### config.mk
export PLATFORM = sky130hd
export DESIGN_NAME = dmem_arbiter_flat
export DESIGN_NICKNAME = d
export VERILOG_FILES = /design/src/rtl/dmem_pkg.sv /design/src/rtl/dmem_arbiter_if.sv /design/src/rtl/rr_arb2.sv /design/src/rtl/dmem_arbiter.sv /design/src/flat_wrapper.sv
export SDC_FILE = /design/constraint.sdc
export NUM_CORES = 1
export LEC_CHECK = 0
export ABC_CLOCK_PERIOD_IN_PS = 2600
export CAP_MARGIN = 20
export CORE_AREA = 2 2 204 206
export CTS_BUF_LIST = sky130_fd_sc_hd__clkbuf_8
export CTS_CLUSTER_DIAMETER = 200
export CTS_CLUSTER_SIZE = 8
export DETAILED_ROUTE_END_ITERATION = 10
export DIE_AREA = 0 0 206 208
export MAX_ROUTING_LAYER = met4
export PLACE_DENSITY = 0.44
export SLEW_MARGIN = 25
export SYNTH_ARGS = -nofsm -noshare
export SYNTH_HDL_FRONTEND = slang
export SYNTH_HIERARCHICAL = 1
export SYNTH_SLANG_ARGS = --single-unit
export TNS_END_PERCENT = 20
### constraint.sdc
create_clock -name Clock -period 2.6 [get_ports Clock]
set_input_delay 0.26 -clock Clock [delete_from_list [all_inputs] [get_ports Clock]]
set_output_delay 0.26 -clock Clock [all_outputs]
set_load 0.02 [all_outputs]
### src/rtl/dmem_pkg.sv
// dmem_pkg: shared constants, types and helpers for the data-memory arbiter.
//   MEM_SIZE_DEF    default memory size in bytes
//   PORT_MEM/DBG    requester port indices (pipeline MEM stage / loader-debug)
//   resp_t          response register contents captured on a grant
//   is_legal()      doubleword-access legality check
package dmem_pkg;

  localparam int unsigned MEM_SIZE_DEF = 1024;
  localparam int unsigned NUM_PORTS    = 2;
  localparam int unsigned AW           = 64;
  localparam int unsigned DW           = 64;

  localparam int PORT_MEM = 0;
  localparam int PORT_DBG = 1;

  typedef struct packed {
    logic vld;   // an access was granted last cycle
    logic port;  // which port gets the acknowledge
    logic err;   // the access was rejected
  } resp_t;

  // Aligned doubleword that lies completely inside the memory.
  function automatic logic is_legal(input logic [AW-1:0] addr, input logic [AW-1:0] size);
    return (addr[2:0] == 3'b000) && (size >= 64'd8) && (addr <= size - 64'd8);
  endfunction

endpackage

### src/rtl/dmem_arbiter_if.sv
// dmem_arbiter_if: requester-side and memory-side signals of the arbiter.
//   Req/Wr/Addr*/WData*   per-port requests (from requesters)
//   Gnt/Ack/Err/RData     per-port grant and response (to requesters)
//   Mem*                  memory Address/WriteData/MemoryRead/MemoryWrite/ReadData
// modport slave  : the arbiter's view
// modport master : the requesters + memory view
interface dmem_arbiter_if;
  import dmem_pkg::*;

  logic [1:0]    Req;
  logic [1:0]    Wr;
  logic [AW-1:0] Addr0;
  logic [AW-1:0] Addr1;
  logic [DW-1:0] WData0;
  logic [DW-1:0] WData1;
  logic [1:0]    Gnt;
  logic [1:0]    Ack;
  logic [1:0]    Err;
  logic [DW-1:0] RData;
  logic [AW-1:0] MemAddress;
  logic [DW-1:0] MemWriteData;
  logic          MemRead;
  logic          MemWrite;
  logic [DW-1:0] MemReadData;

  modport slave (
    input  Req, Wr, Addr0, Addr1, WData0, WData1, MemReadData,
    output Gnt, Ack, Err, RData, MemAddress, MemWriteData, MemRead, MemWrite
  );

  modport master (
    output Req, Wr, Addr0, Addr1, WData0, WData1, MemReadData,
    input  Gnt, Ack, Err, RData, MemAddress, MemWriteData, MemRead, MemWrite
  );

endinterface

### src/rtl/rr_arb2.sv
// rr_arb2: two-requester arbiter, round-robin or fixed priority.
//   clk, rst_n  clock, async active-low reset
//   req[1:0]    request levels
//   rr_en       1 = round-robin on contention, 0 = port 0 always wins
//   gnt[1:0]    one-hot grant, combinational from req and last winner
module rr_arb2 (
  input  logic       clk,
  input  logic       rst_n,
  input  logic [1:0] req,
  input  logic       rr_en,
  output logic [1:0] gnt
);

  // Winner of the most recent grant; resets to 1 so port 0 wins first.
  logic last;

  always_comb begin
    gnt = 2'b00;
    case (req)
      2'b01:   gnt = 2'b01;
      2'b10:   gnt = 2'b10;
      2'b11:   gnt = (rr_en && !last) ? 2'b10 : 2'b01;
      default: gnt = 2'b00;
    endcase
  end

  always_ff @(posedge clk or negedge rst_n) begin
    if (!rst_n)      last <= 1'b1;
    else if (|req)   last <= gnt[1];
  end

endmodule

### src/rtl/dmem_arbiter.sv
// dmem_arbiter: grants one memory access per cycle between the pipeline MEM
// stage (port 0) and the loader/debug port (port 1), drives the memory
// strobes, and returns Ack/Err (and passes RData) one cycle after the grant.
//   Clock, ResetL  clock, async active-low reset
//   bus            dmem_arbiter_if.slave: requests, grants, responses, memory
// Parameters: MEM_SIZE (bytes), RR_EN (1 = round-robin, 0 = port 0 priority)
module dmem_arbiter
  import dmem_pkg::*;
#(
  parameter int unsigned MEM_SIZE = MEM_SIZE_DEF,
  parameter bit          RR_EN    = 1'b1
) (
  input logic            Clock,
  input logic            ResetL,
  dmem_arbiter_if.slave  bus
);

  logic [NUM_PORTS-1:0]         req;
  logic [NUM_PORTS-1:0]         gnt;
  logic [NUM_PORTS-1:0][AW-1:0] addr;
  logic [NUM_PORTS-1:0][DW-1:0] wdata;
  logic                         sel;
  logic                         any_gnt;
  logic                         legal;
  logic                         sel_wr;
  logic [AW-1:0]                addr_q;
  logic [DW-1:0]                wdata_q;
  resp_t                        resp_q;

  assign addr[PORT_MEM]  = bus.Addr0;
  assign addr[PORT_DBG]  = bus.Addr1;
  assign wdata[PORT_MEM] = bus.WData0;
  assign wdata[PORT_DBG] = bus.WData1;

  // Masking requests during reset keeps Gnt and the memory strobes at 0.
  assign req = bus.Req & {NUM_PORTS{ResetL}};

  rr_arb2 u_arb (
    .clk   (Clock),
    .rst_n (ResetL),
    .req   (req),
    .rr_en (RR_EN),
    .gnt   (gnt)
  );

  assign bus.Gnt = gnt;
  assign any_gnt = |gnt;
  assign sel     = gnt[PORT_DBG];
  assign sel_wr  = bus.Wr[sel];
  assign legal   = is_legal(addr[sel], AW'(MEM_SIZE));

  // Address/data follow the granted port; with no grant they hold the last
  // granted values so the memory inputs do not toggle while idle.
  assign bus.MemAddress   = any_gnt ? addr[sel]  : addr_q;
  assign bus.MemWriteData = any_gnt ? wdata[sel] : wdata_q;
  assign bus.MemRead      = any_gnt && legal && !sel_wr;
  assign bus.MemWrite     = any_gnt && legal &&  sel_wr;

  always_ff @(posedge Clock or negedge ResetL) begin
    if (!ResetL) begin
      addr_q  <= '0;
      wdata_q <= '0;
      resp_q  <= '0;
    end else begin
      if (any_gnt) begin
        addr_q  <= addr[sel];
        wdata_q <= wdata[sel];
      end
      resp_q.vld  <= any_gnt;
      resp_q.port <= sel;
      resp_q.err  <= !legal;
    end
  end

  for (genvar p = 0; p < NUM_PORTS; p++) begin : g_port
    assign bus.Ack[p] = resp_q.vld && (resp_q.port == 1'(p));
    assign bus.Err[p] = resp_q.vld && (resp_q.port == 1'(p)) && resp_q.err;
  end

  // Memory read latency is one cycle, so read data lines up with Ack.
  assign bus.RData = bus.MemReadData;

endmodule

### src/flat_wrapper.sv
// flat-port wrapper written by rule: the top's interface ports become plain ports
module dmem_arbiter_flat import dmem_pkg::*;
#(
  parameter int unsigned MEM_SIZE = MEM_SIZE_DEF,
  parameter bit          RR_EN    = 1'b1
)
  (Clock, ResetL, bus_Req, bus_Wr, bus_Addr0, bus_Addr1, bus_WData0, bus_WData1, bus_MemReadData, bus_Gnt, bus_Ack, bus_Err, bus_RData, bus_MemAddress, bus_MemWriteData, bus_MemRead, bus_MemWrite);
  dmem_arbiter_if bus_i ();
  input logic Clock;
  input logic ResetL;
  input wire logic [$bits(bus_i.Req)-1:0] bus_Req;
  input wire logic [$bits(bus_i.Wr)-1:0] bus_Wr;
  input wire logic [$bits(bus_i.Addr0)-1:0] bus_Addr0;
  input wire logic [$bits(bus_i.Addr1)-1:0] bus_Addr1;
  input wire logic [$bits(bus_i.WData0)-1:0] bus_WData0;
  input wire logic [$bits(bus_i.WData1)-1:0] bus_WData1;
  input wire logic [$bits(bus_i.MemReadData)-1:0] bus_MemReadData;
  output wire logic [$bits(bus_i.Gnt)-1:0] bus_Gnt;
  output wire logic [$bits(bus_i.Ack)-1:0] bus_Ack;
  output wire logic [$bits(bus_i.Err)-1:0] bus_Err;
  output wire logic [$bits(bus_i.RData)-1:0] bus_RData;
  output wire logic [$bits(bus_i.MemAddress)-1:0] bus_MemAddress;
  output wire logic [$bits(bus_i.MemWriteData)-1:0] bus_MemWriteData;
  output wire logic [$bits(bus_i.MemRead)-1:0] bus_MemRead;
  output wire logic [$bits(bus_i.MemWrite)-1:0] bus_MemWrite;
  assign bus_i.Req = bus_Req;
  assign bus_i.Wr = bus_Wr;
  assign bus_i.Addr0 = bus_Addr0;
  assign bus_i.Addr1 = bus_Addr1;
  assign bus_i.WData0 = bus_WData0;
  assign bus_i.WData1 = bus_WData1;
  assign bus_i.MemReadData = bus_MemReadData;
  assign bus_Gnt = bus_i.Gnt;
  assign bus_Ack = bus_i.Ack;
  assign bus_Err = bus_i.Err;
  assign bus_RData = bus_i.RData;
  assign bus_MemAddress = bus_i.MemAddress;
  assign bus_MemWriteData = bus_i.MemWriteData;
  assign bus_MemRead = bus_i.MemRead;
  assign bus_MemWrite = bus_i.MemWrite;
  dmem_arbiter #(.MEM_SIZE(MEM_SIZE), .RR_EN(RR_EN)) u_core (.Clock(Clock), .ResetL(ResetL), .bus(bus_i));
endmodule
==> reports/qor.yml, run 1 <==
grt_pass1_vias: 7246
root_buffer: "clkbuf_8"
synth_edf_count: 0
grt_pass1_wl_mm: 44.3
synth_nets: 1008
fin_util_pct: 32.6
slowest_stage: "or4b_4"
hold_path.class: "input port to register"
routed_wl_mm: 30.9
initial_utilization_pct: 17.1
routedWlPerCell_um: 18.1
maxSlewViolCount: 0
async_reset_ff_share_pct: 100
dp_hpwl_mm: 22.4
ant_nets: 0
synth_area_leader_cell: "dfrtp_1"
tritoncts: "built"
tightest_slew_ns: 0.879
worstPathArrival_ns: 2.91
setup_viol_count_final: 77
finalHoldWorstSlack_ns: 0.177
clockBufferDepth: 2
powerDensity_nw_per_um2: 538
io_buffers: 397
ys_warn_count: 6
place_ws_ns: -1.27
maxSlewHeadroom_pct: 41.4
htreeDepth: 4
drv_cap: 0
path_cells: "nand2b_4 > a21oi_4 > buf_12 > buf_12 > or4b_4 > o22ai_4 > o2111ai_2 > buf_6 > nor4_4 > buf_4 > buf_6"
seq_area_frac_synth_pct: 47.7
final_hold_viol_count: 0
core_um2: 40600
criticalPathCategory: "register to primary output"
fin_area_um2: 13200
synth_cell_types: 31
fp.dieH_um: 208
finClkSkew_ns: 0.0104
crit_path_max_fanout: 7
rsz0062_at_grt: "true"
synth_cells: 682
p_leak_uw: 0.00560
grt_overflow: 0
gp_congestion: 0.789
peakVddDrop_v: 0.000304
synth.avg_cell_area_um2: 10.2
fmax_ghz: 0.315
fin_crit_ns: 3.17
clk-insertion-delay-late_ns: 0.48
cp-end-kind: "primary output"
antenna_found_initial: 2
synth_area_um2: 6930
drt_iter0_markers: 208
n_fill_cell: 4325
vias: 6879
layout.nets: 1488
period_share_pct: 122
drive_gt1_share_pct: 35.9
first_pass_iters: 4
slowest_delay_ns: 0.47
groute.usage.overall_pct: 14.3
die_area_um2: 42800
ios: 526
yosysTopAreaCellShare_pct: 47.3
dpl_cell_area_um2: 11800
startpoint_type: "register"
violations: "negative setup slack"
outcome: "finished with violations"
drc: 0
cts.sinks: 132
cts.clk_slew.worst_paths_ns: 0.08
yosysMostFrequentCell: "dfrtp_1"
cp_data_required_time_ns: 2.34
synth_ff_type: "dfrtp_1"
ys_top_cells_by_count: "dfrtp_1 (131), mux2i_1 (115), nand2_1 (115), o21ai_0 (115), buf_4 (64)"
row_count: 74
die_w_um: 206
syn_to_final_growth_pct: 90.9
via_per_inst: 4.03
fin_total_pwr_uw: 7120
ys_ff_latch: 132
synth_area_leaders: "dfrtp_1 (47%), mux2i_1 (17%), o21ai_0 (8.3%), buf_4 (6.9%), nand2_1 (6.2%)"
numCtsBuffers: 17
grt_max_degree: 61
setup_slack_ns: -0.574
## area by class of cell
type                    count  area (µm²)  area share [%]
repair buffers            570        5450            41.1
multi-input cells         439        3410            25.8
flip-flops and latches    132        3300            25.0
clock buffers              20         275            2.08
clock inverters            11         121           0.917
inverters                   2        7.51          0.0567
diodes                      1        2.50          0.0189
well taps                 532         666            5.03
## path summary, 6_finish.rpt
kind                                    from                end  slack (ns)  cells past startpoint
min in group asynchronous             ResetL   u_core/addr_q[3]        0.42                      3
max reg2reg                u_core/u_arb/last   u_core/resp_q[0]        0.08                      9
min reg2reg                u_core/u_arb/last  u_core/u_arb/last        0.51                      2
max                        u_core/u_arb/last       bus_MemWrite       -0.57                     11
min                                   ResetL  u_core/u_arb/last        0.18                      4
max in group asynchronous             ResetL  u_core/wdata_q[9]        0.99                      4
## cell families (layout without fill, tap and decap cells)
| family | count (synthesis) | in the layout | share of synthesized area (%) |
|---|---|---|---|
| buffers and inverters | 111 | 603 | 9.69 |
| flip-flops | 132 | 132 | 47.7 |
| other | 1 | 2 | 0.0541 |
| AND/OR/NAND/NOR | 162 | 162 | 11.4 |
| multiplexers | 143 | 143 | 21.2 |
| AO/OA/AOI/OAI | 133 | 133 | 9.98 |
## through the flow
stage / cells / setup TNS [ns]
final: 1707 / -7.84
after global routing: 1707 / -21.97
after CTS: 1672 / -9.21
after detailed placement: 1609 / -45.43
after global placement: 1609 / -47.23
after floorplan: 682 / -2.11
## power breakdown
group / internal (µW) / switching (µW)
Sequential: 2380 / 90.1
Clock: 995 / 870
Combinational: 1450 / 1340
## metal layers
| layer | wire (µm) | global-route usage [%] | up-vias |
|---|---|---|---|
| li1 | - | - | 3304 |
| met1 | 13100 | 17.0 | 3230 |
| met2 | 14500 | 22.4 | 304 |
| met3 | 2700 | 4.82 | 41 |
| met4 | 657 | 4.95 | 0 |
| met5 | 0 | - | - |
## critical path, delay by kind of cell (launching register included)
| family | cells | cell delay, ns |
|---|---|---|
| simple gates | 3 | 0.95 |
| flops | 1 | 0.37 |
| buf+inv | 5 | 0.69 |
| compound gates | 3 | 0.41 |
## repair_timing
action	4_1_cts	5_1_grt
gates cloned	3	4
endpoints found under the hold margin	17	0
gates resized for setup	764	157
pin swaps	13	7
setup buffers	28	35
hold buffers	1	0
endpoints found under the setup margin	133	124
## sequential cells by signal, summed over array words and instances, names as in the netlist
name / cells
u_core/wdata_q: 64
u_core/addr_q: 64
u_core/resp_q: 3
u_core/u_arb/last: 1
## layout by cell type, fill, tap and decap left out, drive strengths merged, types with 3 or more instances in the layout
cell / instances
buf: 298
clkdlybuf4s50: 264
dfrtp: 131
nand2: 115
mux2i: 115
o21ai: 115
mux2: 28
clkbuf: 24
or4: 14
or4b: 13
o22ai: 13
inv: 9
nor2: 4
bufinv: 3
and2: 3
nor4: 3
Power figures use the tool's default switching activity.
==> run 2: changes to the inputs <==
==> constraint.sdc (replaced) <==
create_clock -name Clock -period 2.6 [get_ports Clock]
set_input_delay 0.65 -clock Clock [delete_from_list [all_inputs] [get_ports Clock]]
set_output_delay 0.65 -clock Clock [all_outputs]
set_load 0.02 [all_outputs]
==> reports/qor.yml, run 2 (synthesis gave the netlist of run 1 again) <==
outcome: "finished with violations"
violations: "negative setup slack"
top_regs: "u_core/addr_q: 64 flops, u_core/wdata_q: 64 flops, u_core/resp_q: 3 flops"
hold_path.class: "input port to asynchronous set/reset pin"
startpoint_type: "input port"
via_per_inst: 3.99
syn_to_final_growth_pct: 91.7
final_common_cell: "clkdlybuf4s50_1"
multiInputGateArea_um2: 3440
first_pass_iters: 4
vias: 6807
crit_path_max_fanout: 6
setup_viol_count_final: 133
fmax_ghz: 0.275
path_cells: "clkdlybuf4s15_1 > and2_4 > inv_2 > a21oi_4 > buf_12 > buf_8 > or4b_1 > o22ai_4 > o2111ai_4 > buf_4 > nor4_4 > buf_4"
numCtsBuffers: 17
grt_pass1_vias: 7121
gp_congestion: 0.778
fin_area_um2: 13300
period_share_pct: 140
cp-end-kind: "primary output"
groute.usage.overall_pct: 14.7
initial_utilization_pct: 17.1
maxSlewViolCount: 0
htreeDepth: 4
fp.dieH_um: 208
antenna_found_initial: 0
maxSlewHeadroom_pct: 40.1
cp_data_required_time_ns: 1.95
seq_area_um2: 3300
criticalPathCategory: "input port to primary output"
die_w_um: 206
finClkSkew_ns: 0.0125
row_count: 74
final_hold_viol_count: 0
clockBufferDepth: 2
grt_overflow: 0
die_area_um2: 42800
core_um2: 40600
setup_slack_ns: -1.04
io_buffers: 397
tightest_slew_ns: 0.899
tritoncts: "built"
layout_common_cells: "clkdlybuf4s50_1 (262), buf_4 (165), dfrtp_1 (131), nand2_1 (113), mux2i_1 (105)"
p_leak_uw: 0.00561
cp_common_cell: "buf_4"
ant_nets: 0
fin_crit_ns: 3.64
cts_hold_buf: 0
powerDensity_nw_per_um2: 559
fin_util_pct: 32.8
slowest_delay_ns: 0.49
cts.clk_slew.worst_paths_ns: 0.09
grt_max_degree: 73
layout.nets: 1486
routed_wl_mm: 31.6
dp_hpwl_mm: 23.9
grt_pass1_wl_mm: 44.9
drc: 0
drt_iter0_markers: 263
root_buffer: "clkbuf_8"
fin_cells: 1705
drive_gt1_share_pct: 38.4
fin_total_pwr_uw: 7430
routedWlPerCell_um: 18.5
worstPathArrival_ns: 2.99
dpl_cell_area_um2: 12100
finalHoldWorstSlack_ns: 0.0557
cts.sinks: 132
slowest_stage: "or4b_1"
clk-insertion-delay-late_ns: 0.49
peakVddDrop_v: 0.000289
dpl.cell_count: 1614
drv_cap: 0
n_fill_cell: 4263
rsz0062_at_grt: "true"
ios: 526
run 2: changes by cell type in the layout (fill, tap and decap cells not counted), moves of 9 or more:
cell and change:
buf_4 -37, buf_6 +18, clkbuf_2 +10, clkdlybuf4s15_2 +9
o21ai_1 -25, o21ai_2 +24
run 2: final cells by class:
cell class | count | share of cell area (%)
sequential | 132 | 24.9
multi-input combinational | 439 | 25.9
antenna | 1 | 0.0188
clock buffer | 17 | 1.76
clock inverter | 14 | 1.78
timing repair buffer | 568 | 40.6
inverter | 2 | 0.0565
tap | 532 | 5.01
run 2: repair_timing:
action,in CTS,in global routing
resized for setup,452,243
setup buffers,23,33
cloned,3,2
pin swaps,16,8
endpoints found under the hold margin,0,0
setup endpoints to repair,137,133
run 2: worst max-delay path, delay by kind of cell:
family / cells / cell delay, ns
AOI/OAI and AO/OA: 3 / 0.54
buffers and inverters: 6 / 0.90
and+or+nand+nor: 3 / 0.88
run 2: per-stage QoR:
| step | TNS (ns) | setup slack, ns |
|---|---|---|
| finish | -72.18 | -1.04 |
| global route | -87.71 | -1.16 |
| CTS | -70.11 | -1.12 |
| detailed placement | -215.37 | -2.18 |
| global placement | -207.24 | -2.06 |
| floorplan | -27.76 | -0.435 |
run 2: path summary, 6_finish.rpt:
check,startpoint,end,slack [ns],cells after the start
min reg2reg,u_core/u_arb/last,u_core/u_arb/last,0.53,2
min,ResetL,u_core/addr_q[4],0.06,2
min in group Clock,u_core/u_arb/last,u_core/u_arb/last,0.53,2
max reg2reg,u_core/u_arb/last,u_core/wdata_q[49],-0.41,19
max in group asynchronous,ResetL,u_core/wdata_q[47],1.14,3
max,bus_Req[1],bus_MemRead,-1.04,12
run 2: layer usage:
metal	wire length (µm)	GRT usage, %
met1	13000	16.7
met2	15500	24.4
met3	2370	4.46
met4	660	4.80
met5	0	-
run 2: report_power, final:
part           internal, µW  total (µW)  switching (µW)
combinational          1450        2780            1340
sequential             2380        2470            91.5
clock                  1230        2180             947
==> run 3: changes to the inputs <==
--- a/config.mk
+++ b/config.mk
@@ -5,7 +5,6 @@
 export SDC_FILE = /design/constraint.sdc
 export NUM_CORES = 1
 export LEC_CHECK = 0
-export ABC_CLOCK_PERIOD_IN_PS = 2600
 export CAP_MARGIN = 20
 export CORE_AREA = 2 2 204 206
 export CTS_BUF_LIST = sky130_fd_sc_hd__clkbuf_8
==> results of run 3 <==
No change in the layout: final DEF, timing and power equal those of run 2.
